### config.mk
export PLATFORM = sky130hd
export DESIGN_NAME = fifo_ctrl_flat
export DESIGN_NICKNAME = d
export VERILOG_FILES = /design/src/rtl/fifo_ctrl_if.sv /design/src/rtl/fifo_ctrl.sv /design/src/flat_wrapper.sv
export SDC_FILE = /design/constraint.sdc
export NUM_CORES = 1
export LEC_CHECK = 0
export ABC_AREA = 0
export CORE_MARGIN = 2
export CORE_UTILIZATION = 35
export CTS_CLUSTER_SIZE = 28
export DETAILED_ROUTE_END_ITERATION = 16
export PLACE_DENSITY_LB_ADDON = 0.1
export RECOVER_POWER = 50
export SYNTH_ARGS = -nofsm -noshare
export SYNTH_HDL_FRONTEND = slang
export SYNTH_SLANG_ARGS = --single-unit
### constraint.sdc
create_clock -name clk -period 3.1 [get_ports clk]
set_input_delay 0.62 -clock clk [delete_from_list [all_inputs] [get_ports clk]]
set_output_delay 0.62 -clock clk [all_outputs]
set_load 0.01 [all_outputs]
### src/rtl/fifo_ctrl_if.sv
// Producer/consumer handshake and RAM sequencing signals of the FIFO controller.
interface fifo_ctrl_if #(
  parameter int K = 4
);
  logic         clr;
  logic         wr_en;
  logic         rd_en;
  logic         ram_we;
  logic [K-1:0] ram_waddr;
  logic         ram_re;
  logic [K-1:0] ram_raddr;
  logic         rd_valid;
  logic         full;
  logic         empty;
  logic         almost_full;
  logic         almost_empty;
  logic [K:0]   count;
  logic         overflow;
  logic         underflow;

  modport master (
    output clr, wr_en, rd_en,
    input  ram_we, ram_waddr, ram_re, ram_raddr, rd_valid, full, empty,
           almost_full, almost_empty, count, overflow, underflow
  );

  modport slave (
    input  clr, wr_en, rd_en,
    output ram_we, ram_waddr, ram_re, ram_raddr, rd_valid, full, empty,
           almost_full, almost_empty, count, overflow, underflow
  );
endinterface

### src/rtl/fifo_ctrl.sv
// Pointer, occupancy and flag engine for a synchronous FIFO over an external
// dual-port RAM (sync write, 1-cycle registered read), standard or FWFT mode.
module fifo_ctrl #(
  parameter int K      = 4,
  parameter bit FWFT   = 1'b1,
  parameter int AF_LVL = 12,
  parameter int AE_LVL = 2
) (
  input  logic       clk,
  input  logic       rst,
  fifo_ctrl_if.slave bus
);
  localparam logic [K:0] DEPTH = {1'b1, {K{1'b0}}};
  localparam logic [K:0] AF    = AF_LVL[K:0];
  localparam logic [K:0] AE    = AE_LVL[K:0];

  logic [K:0] wr_ptr, rd_ptr, cnt;
  logic       dout_valid, rdv, ovf, unf;
  logic       full_c, empty_c, act, wa, pa, re;

  // clr and rst both suppress any accept so the RAM sees no strobe that cycle
  always_comb begin
    full_c  = (cnt == DEPTH);
    empty_c = FWFT ? !dout_valid : (cnt == '0);
    act     = !rst && !bus.clr;
    wa      = act && bus.wr_en && !full_c;
    pa      = act && bus.rd_en && !empty_c;
    if (FWFT) re = act && (rd_ptr != wr_ptr) && (!dout_valid || pa);
    else      re = pa;
  end

  always_ff @(posedge clk or posedge rst) begin
    if (rst) begin
      wr_ptr     <= '0;
      rd_ptr     <= '0;
      cnt        <= '0;
      dout_valid <= 1'b0;
      rdv        <= 1'b0;
      ovf        <= 1'b0;
      unf        <= 1'b0;
    end else if (bus.clr) begin
      wr_ptr     <= '0;
      rd_ptr     <= '0;
      cnt        <= '0;
      dout_valid <= 1'b0;
      rdv        <= 1'b0;
      ovf        <= 1'b0;
      unf        <= 1'b0;
    end else begin
      if (wa) wr_ptr <= wr_ptr + 1'b1;
      if (re) rd_ptr <= rd_ptr + 1'b1;
      case ({wa, pa})
        2'b10:   cnt <= cnt + 1'b1;
        2'b01:   cnt <= cnt - 1'b1;
        default: cnt <= cnt;
      endcase
      dout_valid <= FWFT && (re || (!pa && dout_valid));
      rdv        <= !FWFT && pa;
      ovf        <= bus.wr_en && full_c;
      unf        <= bus.rd_en && empty_c;
    end
  end

  always_comb begin
    bus.ram_we       = wa;
    bus.ram_waddr    = wr_ptr[K-1:0];
    bus.ram_re       = re;
    bus.ram_raddr    = rd_ptr[K-1:0];
    bus.rd_valid     = FWFT ? !empty_c : rdv;
    bus.full         = full_c;
    bus.empty        = empty_c;
    bus.almost_full  = (cnt >= AF);
    bus.almost_empty = (cnt <= AE);
    bus.count        = cnt;
    bus.overflow     = ovf;
    bus.underflow    = unf;
  end
endmodule

### src/flat_wrapper.sv
// flat-port wrapper written by rule: the top's interface ports become plain ports
module fifo_ctrl_flat 
#(
  parameter int K      = 4,
  parameter bit FWFT   = 1'b1,
  parameter int AF_LVL = 12,
  parameter int AE_LVL = 2
)
  (clk, rst, bus_clr, bus_wr_en, bus_rd_en, bus_ram_we, bus_ram_waddr, bus_ram_re, bus_ram_raddr, bus_rd_valid, bus_full, bus_empty, bus_almost_full, bus_almost_empty, bus_count, bus_overflow, bus_underflow);
  fifo_ctrl_if #(.K(K)) bus_i ();
  input  logic clk;
  input  logic rst;
  input wire logic [$bits(bus_i.clr)-1:0] bus_clr;
  input wire logic [$bits(bus_i.wr_en)-1:0] bus_wr_en;
  input wire logic [$bits(bus_i.rd_en)-1:0] bus_rd_en;
  output wire logic [$bits(bus_i.ram_we)-1:0] bus_ram_we;
  output wire logic [$bits(bus_i.ram_waddr)-1:0] bus_ram_waddr;
  output wire logic [$bits(bus_i.ram_re)-1:0] bus_ram_re;
  output wire logic [$bits(bus_i.ram_raddr)-1:0] bus_ram_raddr;
  output wire logic [$bits(bus_i.rd_valid)-1:0] bus_rd_valid;
  output wire logic [$bits(bus_i.full)-1:0] bus_full;
  output wire logic [$bits(bus_i.empty)-1:0] bus_empty;
  output wire logic [$bits(bus_i.almost_full)-1:0] bus_almost_full;
  output wire logic [$bits(bus_i.almost_empty)-1:0] bus_almost_empty;
  output wire logic [$bits(bus_i.count)-1:0] bus_count;
  output wire logic [$bits(bus_i.overflow)-1:0] bus_overflow;
  output wire logic [$bits(bus_i.underflow)-1:0] bus_underflow;
  assign bus_i.clr = bus_clr;
  assign bus_i.wr_en = bus_wr_en;
  assign bus_i.rd_en = bus_rd_en;
  assign bus_ram_we = bus_i.ram_we;
  assign bus_ram_waddr = bus_i.ram_waddr;
  assign bus_ram_re = bus_i.ram_re;
  assign bus_ram_raddr = bus_i.ram_raddr;
  assign bus_rd_valid = bus_i.rd_valid;
  assign bus_full = bus_i.full;
  assign bus_empty = bus_i.empty;
  assign bus_almost_full = bus_i.almost_full;
  assign bus_almost_empty = bus_i.almost_empty;
  assign bus_count = bus_i.count;
  assign bus_overflow = bus_i.overflow;
  assign bus_underflow = bus_i.underflow;
  fifo_ctrl #(.K(K), .FWFT(FWFT), .AF_LVL(AF_LVL), .AE_LVL(AE_LVL)) u_core (.clk(clk), .rst(rst), .bus(bus_i));
endmodule
======== After elaboration in Yosys (flattened, before gate mapping) ========
Cells that the tools add are included.
Widths: inputs -> output; s select.
operators by class
  equality and inequality tests ........... 4
  reduce and logical (&&, ||, !) cells .... 20
  order comparisons ....................... 2
  muxes and demuxes ....................... 9
  $add $sub $neg .......................... 4
operator list
  operator             count
  $mux 5               5
  $add 5x1->5 const B  3
  $logic_and 1x1->1    10
  $pmux 5 s2           1
  $eq 5x5->1 const B   1
  $ge 5x4->1 const B   1
  $le 5x2->1 const B   1
  $logic_not 1->1      5
  $ne 5x5->1           1
  $sub 5x1->5 const B  1
  $reduce_bool 2->1    2
  $mux 1               3
  $reduce_bool 3->1    1
  $eq 2x1->1 const B   1
  $eq 2x2->1 const B   1
  $logic_or 1x1->1     2
word-level totals
  flip-flop bits (word level) ............. 18
  bits of input ports ..................... 5
  output and inout port bits .............. 22

======== Depth between registers and ports, before layout ========
Gate-level depths: netlist (run 1).
  depth after elaboration ................. 8
  gate-level depth with buffers ........... 10
  mapped depth without buffers ............ 9

======== Least setup slack after synthesis (run 1) ========
OpenSTA, ideal clock, no wires.
  kind .................................... in2reg
  from .................................... input port bus_clr
  to ...................................... register u_core.cnt[4], in the netlist u_core.bus.count[4]
  buffers on the path ..................... 0
  setup time .............................. 0.136 ns
  arrival time ............................ 2.463 ns
  required time ........................... 2.964 ns
  path slack .............................. 0.501 ns
  stages on the path ...................... 9
  cell sequence ........................... or3b_1 > a21oi_4 > nor2_2 > xor2_1 > ha_1 > or3_1 > a21oi_1 > a22oi_1 > mux2i_1
on the way
  longest elaborated chain between the ends .. 7
RTL lines
  what                                             RTL line            text
  start, declared                                  flat_wrapper.sv:13  input wire logic [$bits(bus_i.clr)-1:0] bus_clr;
  $logic_not 1->1 (*)                              fifo_ctrl.sv:25     act = !rst && !bus.clr;
  $logic_and 1x1->1 (*)                            fifo_ctrl.sv:25
  $logic_and 1x1->1 (*) (2 in series)              fifo_ctrl.sv:26     wa = act && bus.wr_en && !full_c;
  named net bus_ram_we                             flat_wrapper.sv:16  output wire logic [$bits(bus_i.ram_we)-1:0] bus_ram_we;
  $eq 2x1->1 / $eq 2x2->1 (equally long branches)  fifo_ctrl.sv:52     case ({wa, pa})
  $pmux 5 s2                                       fifo_ctrl.sv:52
  $mux 5                                           fifo_ctrl.sv:41     end else if (bus.clr) begin
  end signal, assigned                             fifo_ctrl.sv:53     2'b10: cnt <= cnt + 1'b1;
  end signal, assigned                             fifo_ctrl.sv:54     2'b01: cnt <= cnt - 1'b1;
  end signal, assigned                             fifo_ctrl.sv:55     default: cnt <= cnt;
  end, declared                                    fifo_ctrl.sv:17     logic [K:0] wr_ptr, rd_ptr, cnt;
The timed path passes the listed nets; every way through them passes the cells marked *.
A chain may end at the register's enable or synchronous reset.

======== Final worst setup path (run 1) ========
  from .................................... input port bus_wr_en
  to ...................................... output port bus_ram_we
on the way
  longest elaborated chain between the ends .. 2
RTL lines
  what                             RTL line            text
  start, declared                  flat_wrapper.sv:14  input wire logic [$bits(bus_i.wr_en)-1:0] bus_wr_en;
  $logic_and 1x1->1 (2 in series)  fifo_ctrl.sv:26
  end, declared                    flat_wrapper.sv:16
No other way between the ends.

==> results of run 1 <==
-- flip-flops by register name, indices dropped and copies added (netlist names) --
signal	count
u_core.rd_ptr	5
u_core.bus.overflow	1
u_core.bus.underflow	1
u_core.bus.rd_valid	1
u_core.bus.count	5
u_core.wr_ptr	5
-- logic make-up after synthesis --
logic type               after synthesis  share of synthesized area
AND/OR/NAND/NOR                       43                      0.219
AO/OA/AOI/OAI                         19                      0.117
flip-flops                            18                      0.389
buffers and inverters                 14                     0.0789
XOR/XNOR                              12                     0.0908
multiplexers                           7                     0.0616
adder cells (fa/ha/maj)                4                     0.0432
-- synth_stat cells (2+ instances only) --
| master | number |
|---|---|
| sky130_fd_sc_hd__buf_4 | 8 |
| sky130_fd_sc_hd__nand4_1 | 4 |
| sky130_fd_sc_hd__xnor2_1 | 3 |
| sky130_fd_sc_hd__ha_1 | 4 |
| sky130_fd_sc_hd__a21o_1 | 2 |
| sky130_fd_sc_hd__nand2b_1 | 4 |
| sky130_fd_sc_hd__nor3_1 | 3 |
| sky130_fd_sc_hd__and2_1 | 2 |
| sky130_fd_sc_hd__nand3b_1 | 3 |
| sky130_fd_sc_hd__xor2_1 | 9 |
| sky130_fd_sc_hd__o21ai_0 | 4 |
| sky130_fd_sc_hd__inv_1 | 2 |
| sky130_fd_sc_hd__mux2i_1 | 6 |
| sky130_fd_sc_hd__dfrtp_1 | 18 |
| sky130_fd_sc_hd__a21oi_1 | 5 |
| sky130_fd_sc_hd__nand2_1 | 2 |
| sky130_fd_sc_hd__clkbuf_1 | 2 |
| sky130_fd_sc_hd__nor2_1 | 14 |
-- routing by layer --
layer	track usage	up-vias
li1	-	454
met1	0.208	434
met2	0.218	18
met3	0.0483	2
met4	0.0365	0
met5	0	-
-- stage by stage --
| stage | total power, uW | hold WS (ps) |
|---|---|---|
| after floorplan | 297 | 466 |
| after global placement | 334 | 484 |
| after detailed placement | 333 | 495 |
| after CTS | 485 | 510 |
| after global routing | 499 | 534 |
| final | 473 | 508 |
-- worst max-delay path by stage --
stage	end	slack [ps]	startpoint
CTS	bus_ram_we	180	bus_wr_en
global route	bus_ram_we	120	bus_wr_en
finish	bus_ram_we	200	bus_wr_en
floorplan	u_core.bus.count[4]	500	bus_clr
detailed placement	u_core.bus.count[4]	30	bus_wr_en
global placement	u_core.bus.count[4]	160	bus_wr_en
-- where the power goes --
group / switching (uW) / total [uW] / leakage (uW) / internal [uW]
Sequential: 9.70 / 250 / 0.000248 / 240
Clock: 79.0 / 151 / 0.0000210 / 71.7
Combinational: 36.8 / 71.8 / 0.000411 / 35.0
-- layout make-up --
cell class                 count  area, sq um  area share
sequential                    18          450       0.313
tap                           44         55.1      0.0382
inverter                       2         7.51     0.00521
clock buffer                   4         36.3      0.0252
multi-input combinational     85          601       0.417
timing repair buffer          32          290       0.202
==> metrics.txt, run 1 <==
top cell type's share of synthesized area=0.389; final instance count without filler cells=185; EDFF count, synth=0; most common cell after layout, fill and taps aside=sky130_fd_sc_hd__clkdlybuf4s50_1; count of buffers added by post-CTS timing repair for setup=0; cell type of the slowest stage on the worst timing path=sky130_fd_sc_hd__clkdlybuf4s50_1; root buffer selected by CTS=sky130_fd_sc_hd__clkbuf_4; First-pass DRT Iterations=4; Iteration-0 DRC Markers=25; cell-by-cell trace of the critical path=clkdlybuf4s50_1 -> or3b_1 -> a21oi_4 -> clkdlybuf4s50_1; commonest cells after routing, fill and taps aside=sky130_fd_sc_hd__clkdlybuf4s50_1 (23), sky130_fd_sc_hd__dfrtp_1 (18), sky130_fd_sc_hd__nor2_1 (14); pin count of the biggest net entering global routing=22; worst setup slack for register-to-register paths=470 ps; fin crit share=0.936; count of yosys warnings during synthesis=0; TritonCTS Buffers=3; Finish-stage setup viols=0; netlist area before placement=1160 sq um; end point of the most critical hold path=u_core.rd_ptr[4]; cell total after placement=181; max-slew violation count=0; total inserted antenna cells=0; starting density of the core=0.373; Crit. path cell count=4; worst hold-check path type=reg -> reg; post-detailed-route DRC marker count=0; die footprint=3780 sq um; shortest clock period the worst path allows after layout=2900 ps; leakage power of the design=0.000680 uW; I/O pin total=27; insertion delay of the later-clocked pin in the worst-skew pair=300 ps; num rows=20; residual overflow from global routing=0; Required @ worst endpoint=2480 ps; wire length on met1=1310 um; r2r worst-path depth=9; largest fanout on the critical path=4; ranking of synthesized cells by area=sky130_fd_sc_hd__dfrtp_1 (39%), sky130_fd_sc_hd__xor2_1 (6.8%), sky130_fd_sc_hd__mux2i_1 (5.2%), sky130_fd_sc_hd__buf_4 (5.2%), sky130_fd_sc_hd__nor2_1 (4.5%); vertical extent of the die=61.5 um; vias in the first global route=846; total number of nets in the final design=151; Top Layer Used=met4; clock tree from TritonCTS=done; wire length of the first global-routing pass=4110 um; wire length on met2=1070 um; Buf/Inv on CP=2; number of buffers between clock root and the deepest sink=2; placer's final routability congestion estimate=0.764; number of synthesized register bits=18; sequential-to-total area share from yosys stat=0.389; initial antenna violation count=0; transition time at the pin with the least slew margin=1040 ps; critical path endpoint category=output pin; share of flip-flops with an asynchronous set or reset after synthesis=1.00; final core utilization=0.464; post-synth cell types=40; startpoint of the worst hold path=u_core.rd_ptr[4]; FF-to-FF End=u_core.bus.count[4]; number of levels the H-tree was split into=1; post-route design area=1440 sq um; Setup Skew=9.42 ps; worst slack at placement=31.6 ps; Primary FF master, synth=sky130_fd_sc_hd__dfrtp_1; normalized max-slew margin=0.309; RR Startpoint=u_core.bus.count[1]; area overhead of the layout relative to synthesis=24.4%; global-route total usage across every layer=0.147; count of instances resized after the clock tree is built=0; via count=908; Worst Hold Depth=1; Fillers=342; final sum of negative setup slack=0 ps; Slowest Stage Delay on Critical Path=590 ps; power per standard cell area=328 nW/um^2; arrival time worst endpoint=2280 ps; post-detailed-route via-to-cell ratio=4.91; clock sinks=18; category of the worst setup path launch point=primary input; Mapped Cells=117; number of hold-slack violations in the final timing report=0; Final WS setup=199 ps; Max Freq=345 MHz; Maximum Capacitance Violations=0; HPWL after detailed placement=1850 um; met3 WL post-DR=120 um; syn_nets=126; register clock-pin slew on the reported worst setup and hold paths=110 ps; Synth area leader=sky130_fd_sc_hd__dfrtp_1; largest vdd supply drop=0.000341 V; most used cell along the critical path=sky130_fd_sc_hd__clkdlybuf4s50_1; result of the run=finished, final reports clean; number of I/O port buffers=26; Core Area=3100 sq um; placed cell area=1430 sq um; Die Width=61.5 um; critical path's top delay family=buffers and inverters; mean instance size in the synthesized netlist=9.89 sq um; remaining antenna violation count after routing=0; total length of routed wires=2510 um; layout cells sized above 1=0.0780; Routed WL per cell=13.6 um; Critical Setup Path Class=in -> out; cts-stage hold buffer count=0; setup repair after global routing missed its margin=false
(Power assumes the default switching activity.)
==> inputs of run 2 (changes only) <==
--- a/config.mk
+++ b/config.mk
@@ -5,7 +5,7 @@
 export SDC_FILE = /design/constraint.sdc
 export NUM_CORES = 1
 export LEC_CHECK = 0
-export ABC_AREA = 0
+export ABC_AREA = 1
 export CORE_MARGIN = 2
 export CORE_UTILIZATION = 35
 export CTS_CLUSTER_SIZE = 28
==> run 2 against run 1 <==
Compared with the run above: sequential share of layout area down 1.8 points; sequential cell count stayed put; die area rose by 8.6%; critical path depth increased by 3; highest routed layer unchanged; sequential power increased by 7%; synthesized cell count up 34%; clock-buffer cell count is 1 lower; synthesized area is 9.2% higher; non-clock buffer count fell by 4; core utilization shrank 1.3 points; critical path type unchanged; cell count rose by 21%; critical endpoint is now bus_ram_re; maximum frequency decreased by 0.69%.
==> metrics.txt, run 2 <==
remaining antenna violation count after routing=0; max-slew violation count=0; final core utilization=0.451; largest vdd supply drop=0.000139 V; Routed WL per cell=11.6 um; count of buffers added by post-CTS timing repair for setup=0; HPWL after detailed placement=1950 um; global-route total usage across every layer=0.138; share of flip-flops with an asynchronous set or reset after synthesis=1.00; residual overflow from global routing=0; total inserted antenna cells=0; Mapped Cells=157; critical path endpoint category=output pin; sequential fraction of design power=0.499; Critical Setup Path Class=in -> out; number of levels the H-tree was split into=1; clock sinks=18; die footprint=4110 sq um; result of the run=finished, final reports clean; num rows=21; Finish-stage setup viols=0; starting density of the core=0.373; Synth area leader=sky130_fd_sc_hd__dfrtp_1; EDFF count, synth=0; net switching power of the design=176 uW; category of the worst setup path launch point=primary input; Setup Skew=1.88 ps; power share of the combinational group=0.272; most used cell along the critical path=sky130_fd_sc_hd__clkdlybuf4s50_1; transition time at the pin with the least slew margin=725 ps; Iteration-0 DRC Markers=64; final instance count without filler cells=224; vertical extent of the die=64.1 um; pin count of the biggest net entering global routing=19; leakage power of the design=0.000758 uW; post-detailed-route via-to-cell ratio=4.59; placer's final routability congestion estimate=0.846; Max Freq=342 MHz; ranking of synthesized cells by area=sky130_fd_sc_hd__dfrtp_1 (36%), sky130_fd_sc_hd__nand2_1 (9.5%), sky130_fd_sc_hd__nand3_1 (5.5%), sky130_fd_sc_hd__xor2_1 (5.5%), sky130_fd_sc_hd__inv_1 (5.3%); root buffer selected by CTS=sky130_fd_sc_hd__clkbuf_4; area of the multi-input gates=643 sq um; I/O pin total=27; post-detailed-route DRC marker count=0; register clock-pin slew on the reported worst setup and hold paths=110 ps; fin crit share=0.942; Die Width=64.1 um; top cell type's share of synthesized area=0.356; arrival time worst endpoint=2300 ps; via count=1028; commonest cells after routing, fill and taps aside=sky130_fd_sc_hd__nand2_1 (32), sky130_fd_sc_hd__clkdlybuf4s50_1 (24), sky130_fd_sc_hd__inv_1 (18), sky130_fd_sc_hd__dfrtp_1 (18), sky130_fd_sc_hd__nand3_1 (14); cell-by-cell trace of the critical path=clkdlybuf4s50_1 -> nor2_2 -> nand2_2 -> nand2_1 -> nand3_1 -> inv_1 -> clkdlybuf4s50_1; Maximum Capacitance Violations=0; largest fanout on the critical path=3; area overhead of the layout relative to synthesis=21.0%; Buf/Inv on CP=3; layout cells sized above 1=0.140; Primary FF master, synth=sky130_fd_sc_hd__dfrtp_1; power per standard cell area=350 nW/um^2; cell total after placement=221; most used standard cell by instance count after synthesis=sky130_fd_sc_hd__nand2_1; wire length of the first global-routing pass=4460 um; Core Area=3390 sq um; cell type of the slowest stage on the worst timing path=sky130_fd_sc_hd__clkdlybuf4s50_1; worst hold-check path type=reg -> reg; insertion delay of the later-clocked pin in the worst-skew pair=300 ps; total length of routed wires=2600 um; count of yosys warnings during synthesis=0; cts-stage hold buffer count=0; sequential-to-total area share from yosys stat=0.356; final sum of negative setup slack=0 ps; count of instances resized after the clock tree is built=0; most common cell after layout, fill and taps aside=sky130_fd_sc_hd__nand2_1; normalized max-slew margin=0.516; vias in the first global route=978; Switching Fraction=0.329; setup repair after global routing missed its margin=false; syn_nets=166; Fillers=334; post-synth cell types=30; power share of the clock group=0.229; initial antenna violation count=0; synth cell count leaders=sky130_fd_sc_hd__nand2_1 (32), sky130_fd_sc_hd__dfrtp_1 (18), sky130_fd_sc_hd__inv_1 (18); netlist area before placement=1260 sq um; number of synthesized register bits=18; TritonCTS Buffers=3; mean instance size in the synthesized netlist=8.05 sq um; number of hold-slack violations in the final timing report=0; Required @ worst endpoint=2480 ps; number of I/O port buffers=26; number of buffers between clock root and the deepest sink=2; shortest clock period the worst path allows after layout=2920 ps; clock tree from TritonCTS=done; critical path's top delay family=buffers and inverters; First-pass DRT Iterations=4; internal cell power=359 uW; total number of nets in the final design=189; Slowest Stage Delay on Critical Path=540 ps; area of all sequential standard cells=450 sq um
run 2: changes by cell type in the layout (fill, tap and decap cells not counted), moves of 4 or more:
cell / delta
sky130_fd_sc_hd__nand2_1: +30
sky130_fd_sc_hd__inv_1: +16
sky130_fd_sc_hd__nand3_1: +13
sky130_fd_sc_hd__mux2i_1: -6
sky130_fd_sc_hd__nand2b_1: -4
sky130_fd_sc_hd__nand4_1: -4
run 2: layer usage:
metal,vias to the layer above,global-route usage,wire length [um]
met3,4,0.0299,118
met1,468,0.209,1380
met2,21,0.194,1080
met4,0,0.0399,28
met5,-,0,0
li1,535,-,-
run 2: final timing paths:
check	from	to	slack, ps	cells after the start
worst max-delay path	bus_clr	bus_ram_re	180	7
worst min-delay path	u_core.bus.rd_valid	u_core.bus.underflow	480	1
worst max register to register	u_core.bus.count[1]	u_core.bus.count[4]	1150	15
worst min register to register	u_core.bus.rd_valid	u_core.bus.underflow	480	1
max in group asynchronous	rst	u_core.bus.count[2]	1780	2
min in group asynchronous	rst	u_core.wr_ptr[3]	870	2
run 2: kinds of logic after synthesis:
family | Yosys count | share of synthesized area
adders and majority gates | 4 | 0.0396
AOI/OAI and AO/OA | 17 | 0.0841
xor gates and xnor gates | 9 | 0.0624
DFF | 18 | 0.356
and+or+nand+nor | 77 | 0.323
buffers and inverters | 32 | 0.135
run 2: final cells by class:
cell class	instances	area share
multi-input combinational	107	0.421
timing repair buffer	28	0.178
tap	46	0.0376
clock buffer	3	0.0147
sequential	18	0.295
inverter	22	0.0548
run 2: power by group through the flow:
stage	Clock [uW]	Combinational [uW]	Sequential [uW]
after global routing	141	161	269
final	122	145	267
after floorplan	0	86.9	271
after global placement	0	147	271
after CTS	126	149	266
after detailed placement	0	147	271
run 2: worst register-to-register path, cell delays in order, from the launching register on:
cell and delay (ps):
sky130_fd_sc_hd__dfrtp_1 470, sky130_fd_sc_hd__nor2_1 170, sky130_fd_sc_hd__nand3_2 140, sky130_fd_sc_hd__nand2_4 180, sky130_fd_sc_hd__nand2_4 100, sky130_fd_sc_hd__nand2_1 90, sky130_fd_sc_hd__nand2_1 60, sky130_fd_sc_hd__inv_2 50
sky130_fd_sc_hd__ha_1 130, sky130_fd_sc_hd__inv_1 40, sky130_fd_sc_hd__nand2_2 80, sky130_fd_sc_hd__nand3_1 110, sky130_fd_sc_hd__nand2_1 80, sky130_fd_sc_hd__nand2_1 50, sky130_fd_sc_hd__nand3_1 60, sky130_fd_sc_hd__nand2_1 50
run 2: through the flow:
step                power [uW]  hold slack (ps)  area [sq um]  setup slack [ps]
global placement           418              471          1510               213
detailed placement         418              470          1510               197
floorplan                  358              459          1260              1200
global route               571              520          1530              54.2
CTS                        541              489          1530               179
finish                     535              481          1530               179
